<file path="src/rtl/io_device_mux.sv">
// io_device_mux: decodes the bridge's registered I/O bus into NDEV device slots.
// Ports: s_* carry the bridge-side slave bus (ack/err/data returned to the bridge).
// d_* drive the devices: one-hot chip select, shared strobes, address and write data.
// d_ack_i and d_dat_i are the per-device returns; slot k occupies d_dat_i[32k+31:32k].
module io_device_mux #(
  parameter int unsigned  NDEV     = 8,
  parameter logic [11:0]  IO_PAGE  = 12'hFD0,
  parameter int unsigned  SLOT_LSB = 16,
  parameter int unsigned  TIMEOUT  = 16,
  parameter logic [31:0]  ERR_DATA = 32'hDEADBEEF
) (
  input  logic                 rst_i,
  input  logic                 clk_i,
  input  logic                 s_cyc_i,
  input  logic                 s_stb_i,
  input  logic                 s_we_i,
  input  logic [3:0]           s_sel_i,
  input  logic [31:0]          s_adr_i,
  input  logic [31:0]          s_dat_i,
  output logic                 s_ack_o,
  output logic                 s_err_o,
  output logic [31:0]          s_dat_o,
  output logic [NDEV-1:0]      d_cs_o,
  output logic                 d_cyc_o,
  output logic                 d_stb_o,
  output logic                 d_we_o,
  output logic [3:0]           d_sel_o,
  output logic [31:0]          d_adr_o,
  output logic [31:0]          d_dat_o,
  input  logic [NDEV-1:0]      d_ack_i,
  input  logic [NDEV*32-1:0]   d_dat_i
);

  typedef enum logic [1:0] {IDLE, ACTIVE, RESP} state_t;

  localparam logic [7:0] TO_LAST = 8'(TIMEOUT - 1);

  state_t            state_q, state_d;
  logic [7:0]        cnt_q, cnt_d;
  logic [3:0]        slot_q, slot_d;

  logic [NDEV-1:0]   cs_d;
  logic              cyc_d, stb_d, we_d;
  logic [3:0]        sel_d;
  logic [31:0]       adr_d, wdat_d;
  logic              ack_d, err_d;
  logic [31:0]       rdat_d;

  logic              req;
  logic [3:0]        req_slot;
  logic              dec_ok;
  logic [NDEV-1:0]   req_cs;
  logic              sel_ack;
  logic [31:0]       sel_rdat;

  assign req      = s_cyc_i & s_stb_i & ~|d_ack_i;
  assign req_slot = s_adr_i[SLOT_LSB +: 4];
  assign dec_ok   = (s_adr_i[31:20] == IO_PAGE) && ({1'b0, req_slot} < 5'(NDEV));

  // Loop-based select keeps indices in range for any NDEV below 16.
  always_comb begin
    req_cs   = '0;
    sel_ack  = 1'b0;
    sel_rdat = '0;
    for (int unsigned k = 0; k < NDEV; k++) begin
      req_cs[k] = (req_slot == k[3:0]);
      if (slot_q == k[3:0]) begin
        sel_ack  = d_ack_i[k];
        sel_rdat = d_dat_i[k*32 +: 32];
      end
    end
  end

  // State and registered outputs
  always_ff @(posedge clk_i) begin
    if (rst_i) begin
      state_q <= IDLE;
      cnt_q   <= '0;
      slot_q  <= '0;
      d_cs_o  <= '0;
      d_cyc_o <= 1'b0;
      d_stb_o <= 1'b0;
      d_we_o  <= 1'b0;
      d_sel_o <= '0;
      d_adr_o <= '0;
      d_dat_o <= '0;
      s_ack_o <= 1'b0;
      s_err_o <= 1'b0;
      s_dat_o <= '0;
    end else begin
      state_q <= state_d;
      cnt_q   <= cnt_d;
      slot_q  <= slot_d;
      d_cs_o  <= cs_d;
      d_cyc_o <= cyc_d;
      d_stb_o <= stb_d;
      d_we_o  <= we_d;
      d_sel_o <= sel_d;
      d_adr_o <= adr_d;
      d_dat_o <= wdat_d;
      s_ack_o <= ack_d;
      s_err_o <= err_d;
      s_dat_o <= rdat_d;
    end
  end

  // Next state
  always_comb begin
    state_d = state_q;
    unique case (state_q)
      IDLE: begin
        if (req) state_d = dec_ok ? ACTIVE : RESP;
      end
      ACTIVE: begin
        if (sel_ack)                 state_d = RESP;
        else if (!s_stb_i)           state_d = IDLE;
        else if (cnt_q == TO_LAST)   state_d = RESP;
      end
      RESP: begin
        if (!s_stb_i) state_d = IDLE;
      end
      default: state_d = IDLE;
    endcase
  end

  // Next values for the registered outputs
  always_comb begin
    cnt_d  = cnt_q;
    slot_d = slot_q;
    cs_d   = d_cs_o;
    cyc_d  = d_cyc_o;
    stb_d  = d_stb_o;
    we_d   = d_we_o;
    sel_d  = d_sel_o;
    adr_d  = d_adr_o;
    wdat_d = d_dat_o;
    ack_d  = s_ack_o;
    err_d  = s_err_o;
    rdat_d = s_dat_o;
    unique case (state_q)
      IDLE: begin
        if (req) begin
          slot_d = req_slot;
          cnt_d  = '0;
          if (dec_ok) begin
            cs_d   = req_cs;
            cyc_d  = 1'b1;
            stb_d  = 1'b1;
            we_d   = s_we_i;
            sel_d  = s_sel_i;
            adr_d  = s_adr_i;
            wdat_d = s_dat_i;
          end else begin
            ack_d  = 1'b1;
            err_d  = 1'b1;
            rdat_d = ERR_DATA;
          end
        end
      end
      ACTIVE: begin
        if (sel_ack || !s_stb_i || cnt_q == TO_LAST) begin
          cs_d   = '0;
          cyc_d  = 1'b0;
          stb_d  = 1'b0;
          we_d   = 1'b0;
          sel_d  = '0;
          adr_d  = '0;
          wdat_d = '0;
        end
        if (sel_ack) begin
          ack_d  = 1'b1;
          err_d  = 1'b0;
          rdat_d = sel_rdat;
        end else if (s_stb_i && cnt_q == TO_LAST) begin
          ack_d  = 1'b1;
          err_d  = 1'b1;
          rdat_d = ERR_DATA;
        end else if (s_stb_i && cnt_q != 8'hFF) begin
          cnt_d = cnt_q + 8'd1;
        end
      end
      RESP: begin
        if (!s_stb_i) begin
          ack_d  = 1'b0;
          err_d  = 1'b0;
          rdat_d = '0;
        end
      end
      default: ;
    endcase
  end

endmodule

</file>
<file path="config.mk">
export PLATFORM = sky130hd
export DESIGN_NAME = io_device_mux
export DESIGN_NICKNAME = d
export VERILOG_FILES = /design/src/rtl/io_device_mux.sv
export SDC_FILE = /design/constraint.sdc
export NUM_CORES = 1
export LEC_CHECK = 0
export CORE_AREA = 2 2 176 178
export CTS_BUF_LIST = sky130_fd_sc_hd__clkbuf_16
export CTS_CLUSTER_SIZE = 12
export DETAILED_ROUTE_END_ITERATION = 7
export DIE_AREA = 0 0 178 180
export GPL_TIMING_DRIVEN = 0
export MAX_ROUTING_LAYER = met4
export PLACE_DENSITY = 0.57
export SETUP_SLACK_MARGIN = 0.3
export SLEW_MARGIN = 40
export SYNTH_ARGS = -nofsm -noshare
export SYNTH_HDL_FRONTEND = slang
export SYNTH_SLANG_ARGS = --single-unit
</file>
<file path="constraint.sdc">
create_clock -name clk_i -period 5.4 [get_ports clk_i]
set_input_delay 1.62 -clock clk_i [delete_from_list [all_inputs] [get_ports clk_i]]
set_output_delay 1.62 -clock clk_i [all_outputs]
set_load 0.02 [all_outputs]
</file>
* After elaboration in Yosys (flattened, before gate mapping) *
Index checks and enable logic that the tools add are counted.
W data, S select, Z words.

storage, ports and cells
  output and inout port bits = 113
  word-level logic and storage cells = 127
  bits in registers = 126
  bits of input ports = 337

operators by class
  eq/ne operators = 29
  bitwise gates (word level) = 2
  add/sub/neg operators = 1
  $lt $le $gt $ge = 1
  mux-type cells = 64
  reductions and logical operators = 18

operator list
  kind                    number
  $mux W32                18
  $pmux W32 S2            2
  $pmux W32 S3            1
  $mux W8                 7
  $eq A4 B3 Y1 const B    8
  $pmux W8 S2             2
  $mux W1                 19
  $eq A4 B2 Y1 const B    4
  $ne A2 B2 Y1 const B    8
  $eq A12 B12 Y1 const B  1
  $mux W2                 6
  $mux W4                 3
  $reduce_and A5 Y1       2
  $add A8 B1 Y8 const B   1
  $eq A4 B1 Y1 const B    2
  $eq A8 B4 Y1 const B    1
  $logic_not A4 Y1        2
  $ne A8 B8 Y1 const B    1
  $pmux W4 S2             1
  $reduce_or A8 Y1        1
  $pmux W1 S3             2
  $pmux W2 S3             1
  $lt A4 B4 Y1 const B    1
  $ne A4 B4 Y1 const B    1
  14 further kinds        20

* Longest topological paths before layout *
Gate-level depths: netlist of the first run.

  depth in word-level cells = 13
  gate-level depth with buffers = 10
  gate-level depth less buffers = 8

* Worst setup path before layout of the first run *
Ideal clock, no wire load.

  path kind = input -> register
  start = input s_adr_i[19]
  end = register d_adr_o[0]
  data required time = 5.268 ns
  library setup time = 0.132 ns
  path slack = 1.842 ns
  path buffers = 2
  arrival time = 3.426 ns
  stages on the path = 8
  path through = or4_1 or4_4 a2bb2oi_1 a21o_1 buf_2 buf_2 nand2_1 a21oi_1

on the way
  longest elaborated chain between the ends = 4

RTL lines
  item                         line  source
  start: declaration           18    input logic [31:0] s_adr_i,
  $lt A4 B4 Y1                 58    assign dec_ok = (s_adr_i[31:20] == IO_PAGE) && ({1'b0, req_slot} < 5'(NDEV));
  $logic_and A1 B1 Y1          58
  $ne A2 B2 Y1 (no line)       -
  $reduce_and A4 Y1 (no line)  -
  end signal: assignment       99    d_adr_o <= adr_d;
  end: declaration             28    output logic [31:0] d_adr_o,

Every way passes these cells.
A chain may end at the register's enable or synchronous reset.

* Final worst setup path of the first run *
  start = input s_stb_i
  end = register s_dat_o[13]

on the way
  longest elaborated chain between the ends = 4
  elaborated cells on any way between the ends = 7

RTL lines
  item                             line  source
  start: declaration               15    input logic s_stb_i,
  $and A1 B1 Y1 (2 in a row)       56    assign req = s_cyc_i & s_stb_i & ~|d_ack_i;
  $ne A2 B2 Y1 (no line)           -
  $reduce_and A5 Y1 (no line) (*)  -
  end signal: assignment           103   s_dat_o <= rdat_d;
  end: declaration                 22    output logic [31:0] s_dat_o,

Every way passes the cells marked *; elsewhere a longest branch is shown, timed or not.

==> metrics, run 1 <==
antenna viol nets, final 0; Num CTS Buffers 17; logic gate share of total power 0.192; critical path's largest stage delay 0.59 ns; drt wl/cell 21.9 um; layout cells sized above 1 0.0828; hpwl dp 31.7 mm; vias per inst 4.95; vias in the first global route 8473; Crit Path Class primary input to flop; Synthesized Nets 1178; post-synth top area cell dfxtp_1; hold crit path type flop to flop; register area 2520 um^2; Synthesis Warnings 0; CTS tree done; Gate Count Post-Synth 836; clk_skew 0.0161 ns; # setup viols final 0; Post-CTS Repair Setup Buffers 0; fraction of registers with async set/reset 0; commonest non-fill, non-tap cell in the layout clkdlybuf4s50_1; Post-CTS Resized 0; Clk pwr share 0.426; Worst Path Max Fanout 10; sw power 678 uW; cell leakage power 4.20 nW; Area Overhead vs Synth 79.9%; Starting Density 0.231; Via Count 8491; Core ar. 30200 um^2; leading cell types in the layout, fill and taps excluded 449 x clkdlybuf4s50_1, 126 x dfxtp_1, 94 x a21oi_1, 86 x nand3_1, 84 x nand2_1; htree depth 4; Peak VDD IR 152 uV; row count 64; internal power consumption 1.86 mW; Least-Margin Pin Slew 0.746 ns; WP data required 5.67 ns; number of I/O pins 450; Synth top area share 0.362; period utilisation layout 0.750; Setup crit start kind primary input; # clock sinks 126; synth unique cells 63; Clock Tree Root clkbuf_16; clock latency on the worst-skew pair 0.42 ns; drt total wl 37.7 mm; drt pass-1 iters 7; Main synth FF type dfxtp_1; GRT overflow 0; critical-path cell list clkdlybuf4s50_1, nor4b_1, a31o_2, nand4b_1, a311oi_2, clkbuf_1, a211oi_1; Initial DRC Count 573; final net count 1646; largest net degree at the start of global routing 17; normalized max-slew margin 0.499; Critical Path End Type flop; synthesized flop and latch total 126; Die Wd 178 um; Final Hold Viols 0; PD cells 202 nW/um^2; max-slew violations 0; f_max 247 MHz; Layout Utilization 0.415; Placer Congestion 0.986; port bufs 449; Die H 180 um; top cells by area, synth dfxtp_1 36%, mux4_2 6.8%, a21oi_1 6.8%; min Tclk post-route 4.05 ns; Flop pwr share 0.382; Net Sw Frac 0.267; Avg Inst Size Synth 8.33 um^2; Clk pin slew, worst setup/hold paths 0.06 ns; maximum clock path buffer count 2; post-synthesis cell area 6970 um^2; GRT Total Usage 0.237; fillers 3069; # hold bufs at CTS 0; DR DRC count 0; setup TNS 0 ns; Critical Path AT 4.32 ns; first-pass GRT wire length 54.3 mm; max_cap viols 0; Die Area 32000 um^2; CP max-delay cell a311oi_2; RSZ-0062 raised after global routing no; number of synthesized flops with an enable pin 0; post-synthesis sequential area ratio 0.362; area of the multi-input gates 4030 um^2; status completed; initial antenna violation count 5
==> metrics by stage <==
| stage | setup slack, ns | power [mW] | instances | instance area [um^2] | hold slack, ns |
|---|---|---|---|---|---|
| floorplan | 1.84 | 1.12 | 836 | 6970 | 0.460 |
| global placement | 0.744 | 1.47 | 1681 | 12000 | 0.436 |
| detailed placement | 0.701 | 1.47 | 1681 | 12000 | 0.442 |
| CTS | 1.15 | 2.56 | 1713 | 12500 | 0.452 |
| global route | 1.13 | 2.63 | 1717 | 12500 | 0.466 |
| finish | 1.35 | 2.53 | 1717 | 12500 | 0.450 |
==> cell usage after synthesis, types with 6 or more instances <==
cell	instances
dfxtp_1	126
a21oi_1	94
nand3_1	86
nand2_1	84
nor2_1	62
clkbuf_1	41
o21ai_0	36
a211oi_1	24
buf_2	24
mux4_2	21
mux2i_1	20
a22oi_1	16
o22a_1	16
nor3_1	14
inv_1	13
o21a_1	10
nand2b_1	9
o2bb2ai_1	8
buf_6	7
o22ai_1	7
o31ai_1	7
a221oi_1	6
a2bb2oi_1	6
and2_1	6
==> power groups by stage <==
stage / Sequential, mW / Clock, mW / Combinational, mW
global route: 0.969 / 1.15 / 0.515
detailed placement: 0.988 / 0 / 0.485
finish: 0.967 / 1.08 / 0.487
floorplan: 1.01 / 0 / 0.103
global placement: 0.988 / 0 / 0.482
CTS: 0.967 / 1.10 / 0.487
==> flip-flops by register name, summed over array words and instances (netlist names), 2 cells and up <==
name and count:
cnt_q 8, d_adr_o 32, d_cs_o 8, d_dat_o 32, d_sel_o 4, s_dat_o 32
slot_q 4, state_q 2
==> cell type report <==
type | instances | share of cell area
multi-input cells | 620 | 0.322
flip-flops and latches | 126 | 0.201
plain buffers | 77 | 0.0300
clock buffers | 17 | 0.0340
inverters | 13 | 0.00389
diodes | 4 | 0.000799
well taps | 396 | 0.0395
repair buffers | 449 | 0.359
clock inverters | 15 | 0.00989
==> routing by layer <==
layer  vias up  part of all wire  track usage
met5         -                 0            -
met1      4039              0.45        0.312
met2       339              0.46        0.367
met4         0             0.024       0.0728
li1       4061                 -            -
met3        52             0.063       0.0408
==> worst paths after layout <==
kind,startpoint,to,slack (ns),depth (start not counted)
worst max-delay path,s_stb_i,s_dat_o[13],1.35,7
worst min register to register,d_adr_o[17],d_adr_o[17],0.45,2
worst max register to register,slot_q[0],s_dat_o[22],2.08,9
worst min-delay path,d_adr_o[17],d_adr_o[17],0.45,2
==> worst max-delay path: cells and delay by family <==
family / cells / cell delay, ns
buffers and inverters: 2 / 1.02
and+or+nand+nor: 2 / 0.66
AOI/OAI and AO/OA: 3 / 1.01
==> kinds of logic after synthesis <==
group           Yosys count  synth area share
buf+inv                  90            0.0609
flops                   126             0.362
fa+ha+maj                 5           0.00898
xor+xnor                  2           0.00252
compound gates          265             0.253
mux                      46             0.105
simple gates            302             0.208
(Power assumes the default switching activity.)
==> inputs of run 2 (changes only) <==
- CORE_AREA: 2 2 176 178 -> 2 2 177 179
- DIE_AREA: 0 0 178 180 -> 0 0 179 181
- clock period: 5.4 -> 3.9 ns (I/O delays scaled with it)
==> run 2 against run 1 <==
Against the previous run:
- via count fell by 0.86%
- combinational power grew 39%
- register-to-register slack got worse by 1.4 ns
- non-clock buffer count did not move
- critical endpoint is now s_dat_o[1]
- global-route usage increased by 0.18 points
- total power is 40% higher
- first-iteration DRC count decreased by 27%
- clock power up 41%
- worst hold slack hardly changed
- largest cell class unchanged
- cell count up 0.12%
- utilization about the same
==> metrics, run 2 (synthesis gave the netlist of run 1 again) <==
status completed; Least-Margin Pin Slew 0.873 ns (+0.127 ns); Worst Path Max Fanout 10 (unchanged); cell leakage power 4.22 nW (+0.52%); Finished Layout Cells 1719 (+0.12%); Crit Path Class primary input to flop; commonest non-fill, non-tap cell in the layout clkdlybuf4s50_1; min Tclk post-route 3.45 ns; Starting Density 0.230 (-0.00122); # setup viols final 0 (unchanged); Cells after DPL 1681 (unchanged); Clk pin slew, worst setup/hold paths 0.06 ns (about the same); Initial DRC Count 416 (-27%); hold crit path type flop to flop; Die Area 32400 um^2 (+1.1%); drt total wl 38.1 mm (+1.1%); Die H 181 um (+0.56%); Setup crit start kind primary input; Post-CTS Repair Setup Buffers 0 (unchanged); critical-path cell list clkdlybuf4s50_1, nor4b_4, a31o_2, nand4b_1, a41oi_2, buf_2, nor2_1, a211oi_1; row count 64 (unchanged); vias per inst 4.90 (-0.98%); CTS tree done; clock latency on the worst-skew pair 0.41 ns (about the same); port bufs 449 (unchanged); htree depth 4 (unchanged); initial antenna violation count 6 (+1); Clock Tree Root clkbuf_16; WHS 0.450 ns (-0.000170 ns); maximum clock path buffer count 2 (unchanged); first-pass GRT wire length 54.9 mm (+1.0%); drt wl/cell 22.1 um (+0.98%); Die Wd 179 um (+0.56%); GRT overflow 0 (unchanged); Via Count 8418 (-0.86%); area of the multi-input gates 4070 um^2 (+0.87%); Layout Utilization 0.415 (about the same); vias in the first global route 8390 (-0.98%); GRT Total Usage 0.238 (+0.00180); CP max-delay cell a41oi_2; Area Overhead vs Synth 80.8%; number of I/O pins 450 (unchanged); PD cells 281 nW/um^2 (+39%); placed cell area 12000 um^2 (+0.14%); # clock sinks 126 (unchanged); Peak VDD IR 182 uV (+20%); largest net degree at the start of global routing 17 (unchanged); Placer Congestion 0.913 (-7.5%); setup TNS 0 ns (unchanged); Final Hold Viols 0 (unchanged); crit path buf inv count 2 (unchanged); Num CTS Buffers 17 (unchanged); CP delay by family, top compound AO/OA/AOI/OAI gates; leading cell types in the layout, fill and taps excluded 448 x clkdlybuf4s50_1, 126 x dfxtp_1, 94 x a21oi_1, 86 x nand3_1, 84 x nand2_1; Critical Path End Type flop; normalized max-slew margin 0.412 (-0.0869); max-slew violations 0 (unchanged); DR DRC count 0 (unchanged); clk_skew 0.00577 ns (-0.0103 ns); fillers 3060 (-0.29%); Core ar. 30300 um^2 (+0.53%); antenna viol nets, final 0 (unchanged); WP data required 4.22 ns (-1.45 ns); RSZ-0062 raised after global routing yes; period utilisation layout 0.886; critical path's largest stage delay 0.52 ns (-0.07 ns); Critical Path AT 3.77 ns (-0.55 ns); Largest regs d_adr_o x32, d_dat_o x32, s_dat_o x32; layout cells sized above 1 0.0873 (+0.00456); drt pass-1 iters 5 (-2); f_max 290 MHz; max_cap viols 0 (unchanged); register area 2520 um^2 (unchanged); final instance area 12600 um^2 (+0.51%); hpwl dp 32.0 mm (+0.89%); final net count 1646 (unchanged)
==> run 2: metal layers <==
layer / up-vias / global-route usage / share of wire / wire, um
li1: 4061 / - / - / -
met1: 4005 / 0.316 / 0.45 / 17200
met2: 314 / 0.373 / 0.46 / 17600
met3: 38 / 0.0417 / 0.065 / 2480
met4: 0 / 0.0628 / 0.021 / 798
met5: - / - / 0 / 0
==> run 2: path summary, 6_finish.rpt <==
check                   from          end  slack (ns)  cells after the start
hold reg to reg   d_adr_o[1]   d_adr_o[1]        0.45                      2
setup reg to reg   slot_q[0]  s_dat_o[22]        0.68                      9
hold / removal    d_adr_o[1]   d_adr_o[1]        0.45                      2
setup / recovery  d_ack_i[5]   s_dat_o[1]        0.45                      8
==> run 2: per-stage QoR <==
stage | setup slack, ns | power, mW
after floorplan | 0.792 | 1.55
after global placement | -0.461 | 2.04
after detailed placement | -0.265 | 2.04
after CTS | 0.319 | 3.58
after global routing | 0.318 | 3.68
final | 0.446 | 3.54
==> run 2: cell type report <==
| type | instances | area share |
|---|---|---|
| inverter | 13 | 0.00388 |
| timing repair buffer | 449 | 0.357 |
| multi-input combinational | 620 | 0.323 |
| tap | 396 | 0.0393 |
| antenna | 6 | 0.00119 |
| buffer | 77 | 0.0302 |
| clock inverter | 15 | 0.0111 |
| sequential | 126 | 0.200 |
| clock buffer | 17 | 0.0338 |
==> run 2: repair_timing <==
action,4_1_cts,5_1_grt
resized for setup,2,7
endpoints found under the setup margin,11,36
hold buffers,0,0
==> run 2: report_power, final <==
part / switching, mW / total [mW] / internal (mW)
logic: 0.255 / 0.676 / 0.421
registers: 0.0193 / 1.34 / 1.32
clock network: 0.637 / 1.52 / 0.885
==> run 2: tightest hold or removal path: cells and delay by family (launching register included) <==
kind	cells	cell delay (ns)
AOI/OAI and AO/OA	1	0.05
and+or+nand+nor	1	0.05
DFF	1	0.31
==> inputs of run 3 (changes only) <==
- ABC_AREA: unset -> 1
- CORE_AREA: 2 2 177 179 -> 2 2 176 178
- DIE_AREA: 0 0 179 181 -> 0 0 178 180
- clock period: 3.9 -> 3.55 ns (I/O delays scaled with it)
==> run 3 against run 2 <==
Against the previous run:
- routed wire length increased by 1.1%
- area after synthesis decreased by 1.8%
- combinational power increased to 3.4 times the previous value
- largest cell class unchanged
- highest routed layer unchanged
==> metrics, run 3 <==
worst reg-to-reg path cell count 9 (unchanged); first-pass GRT wire length 56.3 mm (+2.6%); Synthesis Warnings 0 (unchanged); worst reg2reg endpoint s_dat_o[26]; post-synthesis cell area 6840 um^2 (-1.8%); fraction of registers with async set/reset 0 (unchanged); Setup crit start kind primary input; synth unique cells 30 (-52%); max-slew violations 0 (unchanged); row count 64 (unchanged); hold crit path type flop to flop; Num CTS Buffers 17 (unchanged); RSZ-0062 raised after global routing yes; Least-Margin Pin Slew 0.833 ns (-0.0394 ns); Die Wd 178 um (-0.56%); post-synthesis sequential area ratio 0.369 (+0.00676); antenna viol nets, final 0 (unchanged); number of synthesized flops with an enable pin 0 (unchanged); clk_skew 0.0141 ns (+0.00837 ns); Peak VDD IR 265 uV (+46%); crit path to d_adr_o[11]; synthesized flop and latch total 126 (unchanged); Core ar. 30200 um^2 (-0.53%); WHS 0.441 ns (-0.00909 ns); CP Launch Point s_adr_i[30]; max_cap viols 0 (unchanged); initial antenna violation count 7 (+1); min Tclk post-route 3.13 ns; drt wl/cell 19.5 um (-12%); Avg Inst Size Synth 6.28 um^2 (-25%); hpwl dp 31.0 mm (-3.2%); vias in the first global route 9326 (+11%); htree depth 4 (unchanged); FF-to-FF Start slot_q[0]; PD cells 462 nW/um^2 (+64%); fillers 3194 (+4.4%); GRT overflow 0 (unchanged); leading cell types in the layout, fill and taps excluded 448 x clkdlybuf4s50_1, 447 x nand2_1, 159 x a21oi_1, 126 x dfxtp_1, 61 x inv_1; drt total wl 38.5 mm (+1.1%); port bufs 448 (-0.22%); Critical Path End Type flop; Die H 180 um (-0.55%); Via Count 9065 (+7.7%); top cells by area, synth dfxtp_1 37%, nand2_1 25%, a21oi_1 12%; Final Hold Viols 0 (unchanged); period utilisation layout 0.881; Crit Path Class primary input to flop; Clk pin slew, worst setup/hold paths 0.07 ns (about the same); top cells by count, synth 447 x nand2_1, 159 x a21oi_1, 126 x dfxtp_1, 60 x inv_1, 53 x nor2_1; Critical Path AT 3.47 ns (-0.30 ns); Worst Slack Setup Final 0.422 ns (-0.0247 ns); Placer Congestion 0.931 (+2.0%); status completed; DR DRC count 0 (unchanged); Synthesized Nets 1431 (+21%); Main synth FF type dfxtp_1; GRT Total Usage 0.243 (+0.00415); # setup viols final 0 (unchanged); Gate Count Post-Synth 1089 (+30%); f_max 320 MHz; Initial DRC Count 472 (+13%); clock latency on the worst-skew pair 0.43 ns (+0.02 ns); largest net degree at the start of global routing 17 (unchanged); Worst Path Max Fanout 10 (unchanged); cell leakage power 4.65 nW (+10%); CTS tree done; Layout Utilization 0.412 (-0.00273); Power Total 5.75 mW (+62%); # clock sinks 126 (unchanged); number of I/O pins 450 (unchanged); Clock Tree Root clkbuf_16; Die Area 32000 um^2 (-1.1%); setup TNS 0 ns (unchanged); Starting Density 0.227 (-0.00301); Largest regs d_adr_o x32, d_dat_o x32, s_dat_o x32; final net count 1899 (+15%); most common cell in the netlist nand2_1; WP data required 3.90 ns (-0.32 ns); normalized max-slew margin 0.438 (+0.0265); maximum clock path buffer count 2 (unchanged); Area Overhead vs Synth 82.0%; drt pass-1 iters 5 (unchanged); layout cells sized above 1 0.0510 (-0.0364); post-placement worst setup slack -0.383 ns (-0.118 ns); post-synth top area cell dfxtp_1; Worst R2R Setup Slack 0.84 ns (+0.16 ns); commonest non-fill, non-tap cell in the layout clkdlybuf4s50_1; vias per inst 4.59 (-6.2%); Synth top area share 0.369 (+0.00676)
[run 3: cells by family (layout without fill, tap and decap cells)]
kind of cell	count (synthesis)	count (layout)	synth area share
flops	126	126	0.369
buf+inv	132	613	0.0805
simple gates	622	622	0.381
fa+ha+maj	5	5	0.00915
compound gates	200	200	0.155
xor+xnor	4	4	0.00512
other cells	0	7	0
[run 3: per-layer routing]
metal	wire (um)	share of wire	up-vias	track usage
li1	-	-	4496	-
met1	14800	0.39	4131	0.250
met2	18900	0.49	361	0.413
met3	3200	0.083	77	0.0768
met4	1580	0.041	0	0.119
met5	0	0	-	-
[run 3: final cells by class]
class	instances	area (um^2)	share of cell area
plain buffers	67	309	0.0248
clock inverters	15	153	0.0123
inverters	65	246	0.0198
well taps	396	495	0.0398
diodes	7	17.5	0.00141
multi-input cells	831	3780	0.304
clock buffers	17	425	0.0342
flip-flops and latches	126	2520	0.203
repair buffers	449	4490	0.361
[run 3: critical path, stage by stage]
cell and delay [ns]:
clkdlybuf4s50_1 0.51, nand3_1 0.15, nor4b_4 0.63, nand4_4 0.33, inv_4 0.22, buf_2 0.28, nand2_1 0.11, a21oi_1 0.17
[run 3: power breakdown]
group | total, mW | internal [mW] | switching, mW
Sequential | 1.68 | 1.58 | 0.104
Clock | 1.76 | 0.990 | 0.772
Combinational | 2.30 | 0.990 | 1.31
Total | 5.75 | 3.56 | 2.19
[run 3: stage by stage]
stage	instance area, um^2	instances
final	12400	1973
after global routing	12400	1973
after CTS	12400	1965
after detailed placement	11800	1933
after global placement	11800	1933
after floorplan	6840	1089
[run 3: worst min path at each step]
stage                            from  depth (start not counted)     endpoint  slack (ns)
after global placement    d_adr_o[21]                          2  d_adr_o[21]        0.42
after detailed placement  d_adr_o[19]                          2  d_adr_o[19]        0.43
after floorplan             slot_q[2]                          2    slot_q[2]        0.45
final                     d_adr_o[19]                          2  d_adr_o[19]        0.44
after CTS                 d_adr_o[19]                          2  d_adr_o[19]        0.44
after global routing      d_adr_o[23]                          2  d_adr_o[23]        0.46
[run 3: timing repair]
action	CTS	global route
setup endpoints to repair	60	25
buffers inserted	0	1
hold buffers	0	0
pin swaps	0	1
gates resized for setup	2	2
